File: config.mk
export PLATFORM = sky130hd
export DESIGN_NAME = powlib_sfifo_flat
export DESIGN_NICKNAME = d
export VERILOG_FILES = /design/src/rtl/powlib_sfifo_pkg.sv /design/src/rtl/powlib_sfifo_if.sv /design/src/rtl/powlib_sfifo_dpram.sv /design/src/rtl/powlib_sfifo.sv /design/src/flat_wrapper.sv
export SDC_FILE = /design/constraint.sdc
export NUM_CORES = 1
export LEC_CHECK = 0
export BUFFER_PORTS_ARGS = -buffer_cell sky130_fd_sc_hd__buf_2
export CAP_MARGIN = 20
export CORE_MARGIN = 3
export CORE_UTILIZATION = 25
export CTS_CLUSTER_SIZE = 40
export DETAILED_ROUTE_END_ITERATION = 12
export GPL_TIMING_DRIVEN = 0
export PLACE_DENSITY = 0.47
export SYNTH_ARGS = -nofsm -noshare
export SYNTH_HDL_FRONTEND = slang
export SYNTH_HIERARCHICAL = 1
export SYNTH_SLANG_ARGS = --single-unit
File: constraint.sdc
create_clock -name clk -period 4.7 [get_ports clk]
set_clock_uncertainty 0.05 [all_clocks]
set_input_delay 0.47 -clock clk [delete_from_list [all_inputs] [get_ports clk]]
set_output_delay 0.47 -clock clk [all_outputs]
set_load 0.05 [all_outputs]
File: src/rtl/powlib_sfifo_pkg.sv
// powlib_sfifo_pkg
// Shared definitions for the single-clock FIFO slice:
//   - default width/depth used by the FIFO and its handshake interface
//   - powlib_clogb2: index width needed to address a given number of words
//   - xfer_e: which handshakes fire in a cycle (write, read, both, none)
package powlib_sfifo_pkg;

  localparam int SFIFO_W_DEF = 16;
  localparam int SFIFO_D_DEF = 8;

  // Smallest n with 2**n >= value (0 for value <= 1).
  function automatic int powlib_clogb2(input int value);
    int result;
    result = 0;
    for (int i = 0; i < 31; i++) begin
      if ((32'sd1 <<< i) < value) begin
        result = i + 1;
      end else begin
        result = result;
      end
    end
    return result;
  endfunction

  // Bit 0 = write fires, bit 1 = read fires.
  typedef enum logic [1:0] {
    XFER_NONE = 2'b00,
    XFER_WR   = 2'b01,
    XFER_RD   = 2'b10,
    XFER_BOTH = 2'b11
  } xfer_e;

endpackage

File: src/rtl/powlib_sfifo_if.sv
// powlib_sfifo_if
// Handshake and status bundle of powlib_sfifo.
//   W   data width
//   CW  occupancy width (index width + 1)
// Signals:
//   wrdata/wrvld/wrrdy  write side valid/ready
//   rddata/rdvld/rdrdy  read side valid/ready
//   full/empty/afull    status flags
//   count               occupancy 0..D
// Modports:
//   slave   FIFO side (consumes writes, produces reads and status)
//   master  user side (producer and consumer)
interface powlib_sfifo_if
  import powlib_sfifo_pkg::*;
#(
  parameter int W  = SFIFO_W_DEF,
  parameter int CW = powlib_clogb2(SFIFO_D_DEF) + 1
);
  logic [W-1:0]  wrdata;
  logic          wrvld;
  logic          wrrdy;
  logic [W-1:0]  rddata;
  logic          rdvld;
  logic          rdrdy;
  logic          full;
  logic          empty;
  logic          afull;
  logic [CW-1:0] count;

  modport slave (
    input  wrdata, wrvld, rdrdy,
    output wrrdy, rddata, rdvld, full, empty, afull, count
  );

  modport master (
    output wrdata, wrvld, rdrdy,
    input  wrrdy, rddata, rdvld, full, empty, afull, count
  );
endinterface

File: src/rtl/powlib_sfifo_dpram.sv
// powlib_dpram
// Simple dual-port RAM: one synchronous write port, one combinational
// read port, no reset of the contents.
// Ports:
//   clk     clock
//   wridx   write address
//   wrdata  write data
//   wrvld   write enable
//   wrbe    byte enables, honoured only when EWBE != 0
//   rdidx   read address
//   rddata  combinational read data
module powlib_dpram
  import powlib_sfifo_pkg::*;
#(
  parameter int W    = SFIFO_W_DEF,
  parameter int D    = SFIFO_D_DEF,
  parameter int WIDX = powlib_clogb2(D),
  parameter int EWBE = 0,
  parameter int BW   = (W + 7) / 8
) (
  input  logic            clk,
  input  logic [WIDX-1:0] wridx,
  input  logic [W-1:0]    wrdata,
  input  logic            wrvld,
  input  logic [BW-1:0]   wrbe,
  input  logic [WIDX-1:0] rdidx,
  output logic [W-1:0]    rddata
);

  logic [W-1:0] mem_r [D];
  logic [W-1:0] bitmask_s;

  // Expand byte enables to a per-bit mask; all bits written when EWBE==0.
  for (genvar gi = 0; gi < W; gi++) begin : g_mask
    assign bitmask_s[gi] = (EWBE == 0) ? 1'b1 : wrbe[gi / 8];
  end

  // Storage write; unmasked bits keep their old value.
  always_ff @(posedge clk) begin
    if (wrvld) begin
      mem_r[wridx] <= (mem_r[wridx] & ~bitmask_s) | (wrdata & bitmask_s);
    end
  end

  assign rddata = mem_r[rdidx];

endmodule

File: src/rtl/powlib_sfifo.sv
// powlib_sfifo
// Single-clock FIFO controller running a powlib_dpram as a circular buffer.
// Pointers carry one extra wrap bit so full and empty are distinguishable.
// All status flags are registers loaded from the next-state pointers, so
// there is no combinational path from wrvld/rdrdy to any status output.
// Ports:
//   clk   clock
//   rst   asynchronous active-low reset, release sampled on clk
//   bus   powlib_sfifo_if.slave: write/read handshakes, full, empty,
//         afull (count >= AFT) and count (0..D)
module powlib_sfifo
  import powlib_sfifo_pkg::*;
#(
  parameter int    W    = SFIFO_W_DEF,
  parameter int    D    = SFIFO_D_DEF,
  parameter int    WIDX = powlib_clogb2(D),
  parameter int    AFT  = D - 2,
  parameter int    EDBG = 0,
  parameter string ID   = "SFIFO"
) (
  input  logic           clk,
  input  logic           rst,
  powlib_sfifo_if.slave  bus
);

  localparam int              BW        = (W + 7) / 8;
  localparam logic [WIDX:0]   PTR_ONE   = {{WIDX{1'b0}}, 1'b1};
  localparam logic [WIDX:0]   AFT_C     = (WIDX + 1)'(AFT);
  localparam logic            AFULL_RST = (AFT == 0) ? 1'b1 : 1'b0;

  // Parameter sanity check, only when debugging is enabled.
  if (EDBG != 0) begin : g_dbg
    if ((D < 2) || ((D & (D - 1)) != 0) || (AFT > D)) begin : g_bad
      $fatal(1, "%s: D must be a power of 2 >= 2 and AFT <= D", ID);
    end
  end

  logic [WIDX:0] wrptr_r, rdptr_r, count_r;
  logic          full_r, empty_r, afull_r;

  logic          wr_s, rd_s;
  xfer_e         xfer_s;
  logic [WIDX:0] wrptr_nxt_s, rdptr_nxt_s, count_nxt_s;
  logic          full_nxt_s, empty_nxt_s, afull_nxt_s;
  logic [BW-1:0] wrbe_s;

  assign wrbe_s = {BW{1'b1}};

  // Handshake fire decode and next-state pointers/status.
  always_comb begin
    wr_s        = bus.wrvld & ~full_r;
    rd_s        = bus.rdrdy & ~empty_r;
    xfer_s      = xfer_e'({rd_s, wr_s});
    wrptr_nxt_s = wrptr_r;
    rdptr_nxt_s = rdptr_r;
    case (xfer_s)
      XFER_NONE: begin
        wrptr_nxt_s = wrptr_r;
        rdptr_nxt_s = rdptr_r;
      end
      XFER_WR: begin
        wrptr_nxt_s = wrptr_r + PTR_ONE;
      end
      XFER_RD: begin
        rdptr_nxt_s = rdptr_r + PTR_ONE;
      end
      XFER_BOTH: begin
        wrptr_nxt_s = wrptr_r + PTR_ONE;
        rdptr_nxt_s = rdptr_r + PTR_ONE;
      end
      default: begin
        wrptr_nxt_s = wrptr_r;
        rdptr_nxt_s = rdptr_r;
      end
    endcase
    // Modulo 2^(WIDX+1) difference gives occupancy 0..D directly.
    count_nxt_s = wrptr_nxt_s - rdptr_nxt_s;
    empty_nxt_s = (wrptr_nxt_s == rdptr_nxt_s);
    full_nxt_s  = (wrptr_nxt_s[WIDX-1:0] == rdptr_nxt_s[WIDX-1:0]) &&
                  (wrptr_nxt_s[WIDX] != rdptr_nxt_s[WIDX]);
    afull_nxt_s = (count_nxt_s >= AFT_C);
  end

  // Pointer, occupancy and status registers.
  always_ff @(posedge clk or negedge rst) begin
    if (!rst) begin
      wrptr_r <= '0;
      rdptr_r <= '0;
      count_r <= '0;
      full_r  <= 1'b0;
      empty_r <= 1'b1;
      afull_r <= AFULL_RST;
    end else begin
      wrptr_r <= wrptr_nxt_s;
      rdptr_r <= rdptr_nxt_s;
      count_r <= count_nxt_s;
      full_r  <= full_nxt_s;
      empty_r <= empty_nxt_s;
      afull_r <= afull_nxt_s;
    end
  end

  powlib_dpram #(
    .W    (W),
    .D    (D),
    .WIDX (WIDX),
    .EWBE (0),
    .BW   (BW)
  ) u_ram (
    .clk    (clk),
    .wridx  (wrptr_r[WIDX-1:0]),
    .wrdata (bus.wrdata),
    .wrvld  (wr_s),
    .wrbe   (wrbe_s),
    .rdidx  (rdptr_r[WIDX-1:0]),
    .rddata (bus.rddata)
  );

  assign bus.wrrdy = ~full_r;
  assign bus.rdvld = ~empty_r;
  assign bus.full  = full_r;
  assign bus.empty = empty_r;
  assign bus.afull = afull_r;
  assign bus.count = count_r;

endmodule

File: src/flat_wrapper.sv
// flat-port wrapper written by rule: the top's interface ports become plain ports
module powlib_sfifo_flat import powlib_sfifo_pkg::*;
#(
  parameter int    W    = SFIFO_W_DEF,
  parameter int    D    = SFIFO_D_DEF,
  parameter int    WIDX = powlib_clogb2(D),
  parameter int    AFT  = D - 2,
  parameter int    EDBG = 0,
  parameter string ID   = "     "
)
  (clk, rst, bus_wrdata, bus_wrvld, bus_rdrdy, bus_wrrdy, bus_rddata, bus_rdvld, bus_full, bus_empty, bus_afull, bus_count);
  powlib_sfifo_if #(.W(W), .CW((4))) bus_i ();
  input  logic clk;
  input  logic rst;
  input wire logic [$bits(bus_i.wrdata)-1:0] bus_wrdata;
  input wire logic [$bits(bus_i.wrvld)-1:0] bus_wrvld;
  input wire logic [$bits(bus_i.rdrdy)-1:0] bus_rdrdy;
  output wire logic [$bits(bus_i.wrrdy)-1:0] bus_wrrdy;
  output wire logic [$bits(bus_i.rddata)-1:0] bus_rddata;
  output wire logic [$bits(bus_i.rdvld)-1:0] bus_rdvld;
  output wire logic [$bits(bus_i.full)-1:0] bus_full;
  output wire logic [$bits(bus_i.empty)-1:0] bus_empty;
  output wire logic [$bits(bus_i.afull)-1:0] bus_afull;
  output wire logic [$bits(bus_i.count)-1:0] bus_count;
  assign bus_i.wrdata = bus_wrdata;
  assign bus_i.wrvld = bus_wrvld;
  assign bus_i.rdrdy = bus_rdrdy;
  assign bus_wrrdy = bus_i.wrrdy;
  assign bus_rddata = bus_i.rddata;
  assign bus_rdvld = bus_i.rdvld;
  assign bus_full = bus_i.full;
  assign bus_empty = bus_i.empty;
  assign bus_afull = bus_i.afull;
  assign bus_count = bus_i.count;
  powlib_sfifo #(.W(W), .D(D), .WIDX(WIDX), .AFT(AFT), .EDBG(EDBG), .ID(ID)) u_core (.clk(clk), .rst(rst), .bus(bus_i));
endmodule
==> results.md, run 1 <==
- Share of cells above drive strength 1: 0.370
- Clock buffer depth: 2
- Root buffer selected by CTS: clkbuf_16
- Die Wd: 157 um
- Cells after synthesis: 256
- P_leak: approximately 2.5 nW
- Register Area: roughly 0.0042 sq mm
- Layout area overhead: 23.1%
- CTS buffer count: 17
- Critical path buffers and inverters: 2
- Outcome: finished, final reports clean
- Pins Over Slew Limit: 0
- IO Port Bufs: 44
- H-tree Lvls: 4
- Arr. time, crit path: 2.49 ns
- Comb pwr share: 0.403
- Vias in the first global route: a little under 3000
- CP max FO: 10
- I/O pin total: 45
- Final Non-Filler Cells: 624
- First-pass GRT wire length: 17.4 mm
- Slowest-stage cell, CP: buf_1
- Total Neg Setup Slack: 0 ns
- Initial Util: 0.258
- Die Area: 0.0246 sq mm
- RSZ-0062 raised after global routing: false
- Dpl hpwl: 7.68 mm
- Post-cts resize count: 0
- HP Class: input pin to flip-flop
- Placed insts: roughly 600
- CTS tree: built
- GRT overflow: 0
- Die Span Y: 157 um
- DRT antenna net count: 0
- Vias per inst: roughly 4.2
- Max incr delay on CP: 0.63 ns
- Fmax: 333 MHz
- Hold_buf cts: 1
- Final hold viol count: 0
- Clock latency on the worst-skew pair: about 0.4 ns
- Sequential share of power: 0.345
- Post-Syn Area: ~0.0057 sq mm
- GRT Overall Usage: 0.0985
- GP Congestion: 0.684
- Row Count: 54
- Final Setup Violations: 0
- Warnings, synthesis: 6
- Remaining DRCs: 0
- Clk sinks: 143
- Drt pass-1 iters: 4
- WHS: roughly 0.27 ns
- Rel. slew slack: 0.438
- Multi-input gate area: 0.00140 sq mm
- Core Area: between 0.02 and 0.025 sq mm
- Crit end category: primary output
- Switching power: roughly 0.0019 W
- Final wirelength: 11.4 mm
- Post-CTS Setup Repair Bufs: 0
- Pwr per Cell Area: 709 mW/mm^2
- Routed length per instance: roughly 18 um
- Initial antenna violation count: 0
- Syn_nets: 280
- Crit-path cells: buf_1 -> mux4_1 -> mux2_2 -> buf_2
- Fillers: 2078
- Worst vdd ir: 0.446 mV
- P_int: 0.00310 W
- Max Cap Violations: 0
- Path type of the worst setup path: flip-flop to primary output
- Clock network power share: 0.253
- WP data required: between 4 and 5 ns
- Startpoint types: flip-flop
- Layout Nets: 354
- Avg Cell Area, Syn: 22.3 sq um
- Maximum number of pins on one net before global-route repair: 17
- Via Count: around 2600
- Fin crit period: between 3 and 4 ns
- Clock slew at reported path FFs: 0.07 ns
- Drt first-iter violations: 96
- Share of the clock period used by the worst path: 0.640
- CP delay by family, top: buffers and inverters
- Switching part of the total: 0.378
- Worst-Margin Slew: around 0.84 ns
layout by cell type (no fill, tap or decap), drive strengths merged:
cell / instances
bufinv: 1
maj3: 1
a21oi: 1
mux2: 17
clkinv: 6
nand3b: 2
mux4: 32
nor3: 2
nor2: 11
xor2: 8
dlygate4sd3: 1
clkbuf: 18
nand2b: 3
nand3: 1
edfxtp: 128
nand4: 2
diode: 1
ha: 4
buf: 62
nand2: 3
nor2b: 2
dfstp: 1
a21o: 1
clkinvlp: 4
dfrtp: 14
mux2i: 1
xnor2: 3
inv: 14
registers in the layout (all words and copies together) (netlist names):
signal / count
u_core/bus.full: 1
u_core/bus.count: 4
u_core/u_ram/mem_r: 128
u_core/wrptr_r: 4
u_core/bus.empty: 1
u_core/bus.afull: 1
u_core/rdptr_r: 4
per-stage QoR:
step / instance area [sq um] / setup WS [ns] / power [W] / utilization
2_1_floorplan: 5700 / 2.16 / 0.00322 / -
3_3_place_gp: 6270 / 0.893 / 0.00369 / 0.284
3_5_place_dp: 6440 / 2.11 / 0.00379 / 0.291
4_1_cts: 7010 / 1.65 / 0.00506 / 0.317
5_1_grt: 7010 / 1.56 / 0.00524 / 0.317
6_report: 7020 / 1.69 / 0.00498 / 0.318
metal layers:
layer	up-vias	wire length, um	track usage
met5	-	0	0
li1	1202	-	-
met4	0	133	0.0350
met1	1370	5210	0.123
met2	43	5580	0.160
met3	8	472	0.0327
power by group through the flow:
| stage | registers [W] | clock network [W] | logic [W] |
|---|---|---|---|
| 2_1_floorplan | 0.00180 | 0 | 0.00141 |
| 3_3_place_gp | 0.00173 | 0 | 0.00196 |
| 5_1_grt | 0.00174 | 0.00135 | 0.00215 |
| 6_report | 0.00172 | 0.00126 | 0.00200 |
| 4_1_cts | 0.00172 | 0.00129 | 0.00206 |
| 3_5_place_dp | 0.00174 | 0 | 0.00205 |
worst reg2reg max path, cell delays in order, from the launching register on:
cell and delay, ns:
dfrtp_1 0.48, ha_1 0.33, mux2i_1 0.34, xor2_1 0.25, ha_1 0.19, nor2_1 0.05, xnor2_1 0.13, a21o_1 0.18
final cells by class:
class | count | area share
antenna | 1 | 0.000357
buffer | 9 | 0.00927
clock buffer | 17 | 0.0606
clock inverter | 15 | 0.0198
inverter | 10 | 0.00535
multi-input combinational | 94 | 0.200
sequential | 143 | 0.602
tap | 280 | 0.0499
timing repair buffer | 55 | 0.0533
final timing paths:
kind / slack [ns] / endpoint / start / cells after the start
setup reg to reg: 2.59 / u_core/bus.afull$_DFF_PN0_ / u_core/wrptr_r[0]$_DFF_PN0_ / 7
min in group asynchronous: 0.44 / u_core/bus.full$_DFF_PN0_ / rst / 2
hold reg to reg: 0.48 / u_core/wrptr_r[3]$_DFF_PN0_ / u_core/wrptr_r[3]$_DFF_PN0_ / 2
setup / recovery: 1.69 / bus_rddata[8] / u_core/rdptr_r[2]$_DFF_PN0_ / 4
max in group asynchronous: 3.86 / u_core/bus.empty$_DFF_PN1_ / rst / 2
hold / removal: 0.27 / u_core/u_ram/mem_r[1][12]$_DFFE_PP_ / bus_wrdata[12] / 1
(Power assumes the default switching activity.)
==> run 2: changes to the inputs <==
ABC_AREA = 1   (was unset)
PLACE_DENSITY = 0.48   (was 0.47)
clock period = 2.7 ns   (was 4.7 ns; I/O delays follow)
==> results.md, run 2 <==
- CP most frequent cell: buf_2
- Share of cells above drive strength 1: 0.176
- Outcome: finished, final reports clean
- Worst-Margin Slew: 0.678 ns
- P_leak: 3.73 nW
- Crit end category: primary output
- WHS Path Cells: 1
- Layout Nets: about 800
- Final wirelength: approximately 16 mm
- WP data required: 2.38 ns
- Root buffer selected by CTS: clkbuf_16
- Most common cell after layout, fill and taps aside: nand2_1
- Register bank with the most flops: u_core/u_ram/mem_r
- Routed length per instance: 14.4 um
- Final Setup Violations: 0
- Fmax: ~410 MHz
- Commonest cells after routing, fill and taps aside: nand2_1, inv_1, edfxtp_1
- Rel. slew slack: 0.548
- Vias per inst: 4.01
- Power consumption: 0.00968 W
- Max Used Layer: met4
- CTS tree: built
- Crit-path cells: buf_2 -> inv_1 -> buf_2 -> nand2_1 -> nand2_1 -> buf_2
- DP Area: 0.00738 sq mm
- Met2 wire len: approximately 7.8 mm
- DRT antenna net count: 0
- Pwr per Cell Area: 1210 mW/mm^2
- Initial Util: 0.258
- Die Span Y: 168 um
- Layout area overhead: 21.0%
- Pins Over Slew Limit: 0
- FF-to-FF End: u_core/u_ram/mem_r[4][0]$_DFFE_PP_
- Slowest-stage cell, CP: dfrtp_1
- Core Area: 0.0255 sq mm
- First-pass GRT wire length: 25.0 mm
- Drt pass-1 iters: 4
- Launch point of the critical path: u_core/rdptr_r[2]$_DFF_PN0_
- R2r worst-path depth: 4
- Share of the clock period used by the worst path: 0.910
- GP Congestion: 0.732
- WHS Endpoint: u_core/u_ram/mem_r[0][14]$_DFFE_PP_
- CP max FO: 10
- Dpl hpwl: 10.8 mm
- Die Wd: 168 um
- Largest register FFs: 128
- RSZ-0062 raised after global routing: false
- Arr. time, crit path: around 2.1 ns
- Vias in the first global route: 4295
- Avg Cell Area, Syn: 9.58 sq um
- IO Port Bufs: 44
- GRT Overall Usage: 0.118
- Final hold viol count: 0
- Diodes inserted: 0
- Final instance area: 0.00797 sq mm
- Drt first-iter violations: 187
- Hold Path Origin: bus_wrdata[14]
- CTS buffer count: 17
- Cells after synthesis: 687
- Clk sinks: 143
- Worst R2R Setup Slack: 0.79 ns
- Die Area: 0.0283 sq mm
- HP Class: input pin to flip-flop
- Clock latency on the worst-skew pair: around 0.42 ns
- Clock slew at reported path FFs: 0.06 ns
- H-tree Lvls: 4
- Fin crit period: between 2 and 2.5 ns
- Syn_nets: 711
- Clock buffer depth: 2
- Row Count: 58
- Post-Syn Area: 0.00658 sq mm
- Initial antenna violation count: 0
- Worst vdd ir: 0.755 mV
- Max Cap Violations: 0
- Metal3 WL: 730 um
- Via Count: 4413
- Startpoint types: flip-flop
- Post-CTS Setup Repair Bufs: 0
- GRT overflow: 0
- Max incr delay on CP: 0.42 ns
- Remaining DRCs: 0
- Warnings, synthesis: 6
- Maximum number of pins on one net before global-route repair: 17
- Path type of the worst setup path: flip-flop to primary output
- I/O pin total: between 40 and 50
- Reg-to-reg startpoint: u_core/bus.full$_DFF_PN0_
- Final Core Density: 0.312
- Wl on met1: 7.16 mm
## run 2: worst max path at each step
| stage | to | slack, ns |
|---|---|---|
| after floorplan | u_core/bus.afull$_DFF_PN0_ | 0.52 |
| after global placement | u_core/u_ram/mem_r[0][8]$_DFFE_PP_ | -0.03 |
| after detailed placement | bus_rddata[6] | 0.64 |
| after CTS | bus_rddata[6] | 0.17 |
| after global routing | bus_rddata[6] | 0.10 |
| final | bus_rddata[6] | 0.24 |
## run 2: where the power goes
| part | internal [W] | total, W | switching, W | leakage [nW] |
|---|---|---|---|---|
| logic | 0.00123 | 0.00440 | 0.00317 | 2.11 |
| registers | 0.00281 | 0.00297 | 0.000152 | 1.34 |
| clock network | 0.00144 | 0.00232 | 0.000878 | 0.276 |
## run 2: metal layers
layer / GRT usage / up-vias
met5: 0 / -
met4: 0.0299 / 0
met3: 0.0303 / 12
met2: 0.203 / 75
met1: 0.148 / 2049
li1: - / 2277
## run 2: stage by stage
stage | worst slack (ns) | hold WS [ns] | setup TNS [ns] | instances
2_1_floorplan | 0.523 | -0.0756 | 0 | 687
3_3_place_gp | -0.0256 | 0.159 | -0.538 | 1061
3_5_place_dp | 0.638 | 0.161 | 0 | 1069
4_1_cts | 0.174 | 0.0632 | 0 | 1101
5_1_grt | 0.103 | 0.0839 | 0 | 1101
6_report | 0.243 | 0.0681 | 0 | 1101
## run 2: worst max-delay path, delay by kind of cell, from the launching register on
family | cells | cell delay (ns)
buf+inv | 4 | 1.10
flops | 1 | 0.42
simple gates | 2 | 0.20
## run 2: cell type report
class,count,area (sq um)
Multi-Input combinational cell,365,1620
Sequential cell,143,4220
Buffer,23,169
Timing Repair Buffer,53,375
Tap cell,330,413
Inverter,156,588
Clock inverter,12,144
Fill cell,2698,17600
Clock buffer,19,433
## run 2: repair_timing
action | 4_1_cts | 5_1_grt
resized for setup | 0 | 0
hold endpoints to repair | 14 | 0
hold buffers | 1 | 0
==> run 3: changes to the inputs <==
ABC_AREA = unset   (was 1)
==> results.md, run 3 (synthesized netlist as in run 1, its figures left out) <==
- Final Core Density: 0.315
- Root buffer selected by CTS: clkbuf_16
- CP max FO: 10
- Worst R2R Setup Slack: 0.54 ns
- Pwr per Cell Area: 1220 mW/mm^2
- Placed insts: 588
- Fmax: between 300 and 400 MHz
- IO Port Bufs: 44
- Path type of the worst setup path: flip-flop to primary output
- Initial Util: 0.258
- WHS: 0.0695 ns
- Fin crit period: 2.58 ns
- Register Area: 0.00422 sq mm
- Clk sinks: 143
- Outcome: finished, final reports clean
- Die Area: 0.0246 sq mm
- Crit end category: primary output
- Rel. slew slack: 0.318
- Final wirelength: between 10 and 15 mm
- Row Count: 54
- Startpoint types: flip-flop
- Die Wd: 157 um
- Clock slew at reported path FFs: 0.06 ns
- Clock latency on the worst-skew pair: 0.41 ns
- Remaining DRCs: 0
- Multi-input gate area: 0.00140 sq mm
- GP Congestion: 0.676
- RSZ-0062 raised after global routing: false
- Layout area overhead: 22.2%
- Final Setup Violations: 0
- Commonest cells after routing, fill and taps aside: edfxtp_1, buf_2, mux4_1
- Drt pass-1 iters: 4
- Worst-Margin Slew: 1.02 ns
- Layout Nets: 353
- Largest register FFs: about 130
- H-tree Lvls: 4
- P_leak: approximately 2.5 nW
- Max Cap Violations: 0
- Vias per inst: about 4.3
- Maximum number of pins on one net before global-route repair: 17
- GRT overflow: 0
- Clock buffer depth: 2
- Final Non-Filler Cells: 622
- GRT Overall Usage: 0.0974
- Die Span Y: between 150 and 200 um
- First-pass GRT wire length: 17.4 mm
- Register bank with the most flops: u_core/u_ram/mem_r
- Drt first-iter violations: 132
- Core Area: 0.0221 sq mm
- Share of cells above drive strength 1: 0.374
- WP data required: 2.38 ns
- Final instance area: approximately 0.0070 sq mm
- Final hold viol count: 0
- Via Count: ~2700
- Dpl hpwl: between 7 and 8 mm
- Vias in the first global route: around 2900
- DP Area: 0.00641 sq mm
- Arr. time, crit path: 2.26 ns
- I/O pin total: 45
- Pins Over Slew Limit: 0
- Share of the clock period used by the worst path: 0.956
- Worst vdd ir: 0.760 mV
- Diodes inserted: 0
- HP Class: input pin to flip-flop
- Most common cell after layout, fill and taps aside: edfxtp_1
- Fillers: 2104
- CTS buffer count: 17
- CTS tree: built
- DRT antenna net count: 0
- Routed length per instance: 18.0 um
- Initial antenna violation count: 0
## run 3: changes by cell type in the layout (fill, tap and decap cells not counted), moves of 4 or more
cell / before / now
nand2_1: 250 / 3
inv_2: 6 / 0
mux4_1: 0 / 28
mux2_2: 0 / 16
nand3_1: 74 / 1
nand3_2: 4 / 0
inv_1: 149 / 10
nand2_2: 9 / 0
xor2_1: 2 / 7
nor2_2: 10 / 6
mux4_2: 0 / 4
buf_2: 56 / 48
## run 3: area by class of cell
cell class / count / share of cell area
clock inverters: 15 / 0.0142
clock buffers: 17 / 0.0611
repair buffers: 54 / 0.0514
multi-input cells: 94 / 0.201
well taps: 280 / 0.0503
inverters: 10 / 0.00539
plain buffers: 9 / 0.0101
flip-flops and latches: 143 / 0.606
## run 3: path summary, 6_finish.rpt
| kind | start | endpoint | cells past startpoint |
|---|---|---|---|
| min in group asynchronous | rst | u_core/bus.count[1]$_DFF_PN0_ | 2 |
| max in group asynchronous | rst | u_core/bus.empty$_DFF_PN1_ | 2 |
| worst max-delay path | u_core/rdptr_r[0]$_DFF_PN0_ | bus_rddata[5] | 5 |
| worst min-delay path | bus_wrdata[13] | u_core/u_ram/mem_r[3][13]$_DFFE_PP_ | 1 |
| worst min register to register | u_core/wrptr_r[3]$_DFF_PN0_ | u_core/wrptr_r[3]$_DFF_PN0_ | 2 |
| worst max register to register | u_core/bus.full$_DFF_PN0_ | u_core/u_ram/mem_r[0][5]$_DFFE_PP_ | 4 |
## run 3: critical path: stages (launching register included)
cell and delay, ns:
dfrtp_1 0.39, buf_6 0.15, buf_6 0.20, mux4_1 0.59, mux2_2 0.30, buf_2 0.22
## run 3: metrics by stage
stage | power, W | TNS [ns] | setup slack, ns
after floorplan | 0.00560 | 0 | 0.163
after global placement | 0.00642 | -27.23 | -0.856
after detailed placement | 0.00658 | 0 | 0.258
after CTS | 0.00864 | 0 | 0.0337
after global routing | 0.00898 | 0 | 0.0304
final | 0.00850 | 0 | 0.119
## run 3: per-layer routing
layer / vias to the layer above / part of all wire / GRT usage
li1: 1199 / - / -
met1: 1396 / 0.44 / 0.121
met2: 49 / 0.50 / 0.159
met3: 13 / 0.046 / 0.0338
met4: 0 / 0.012 / 0.0338
met5: - / 0 / 0
## run 3: where the power goes
part	leakage, nW	internal [W]	total, W	switching [W]
combinational	0.872	0.00128	0.00349	0.00221
sequential	1.34	0.00283	0.00297	0.000143
clock	0.244	0.00116	0.00203	0.000873
## run 3: repair_timing
| action | CTS | global route |
|---|---|---|
| setup endpoints to repair | 16 | 1 |
| pin swaps | 0 | 0 |
| buffers inserted | 0 | 1 |
| hold endpoints to repair | 15 | 0 |
| hold buffers | 1 | 0 |
| gates resized for setup | 4 | 0 |
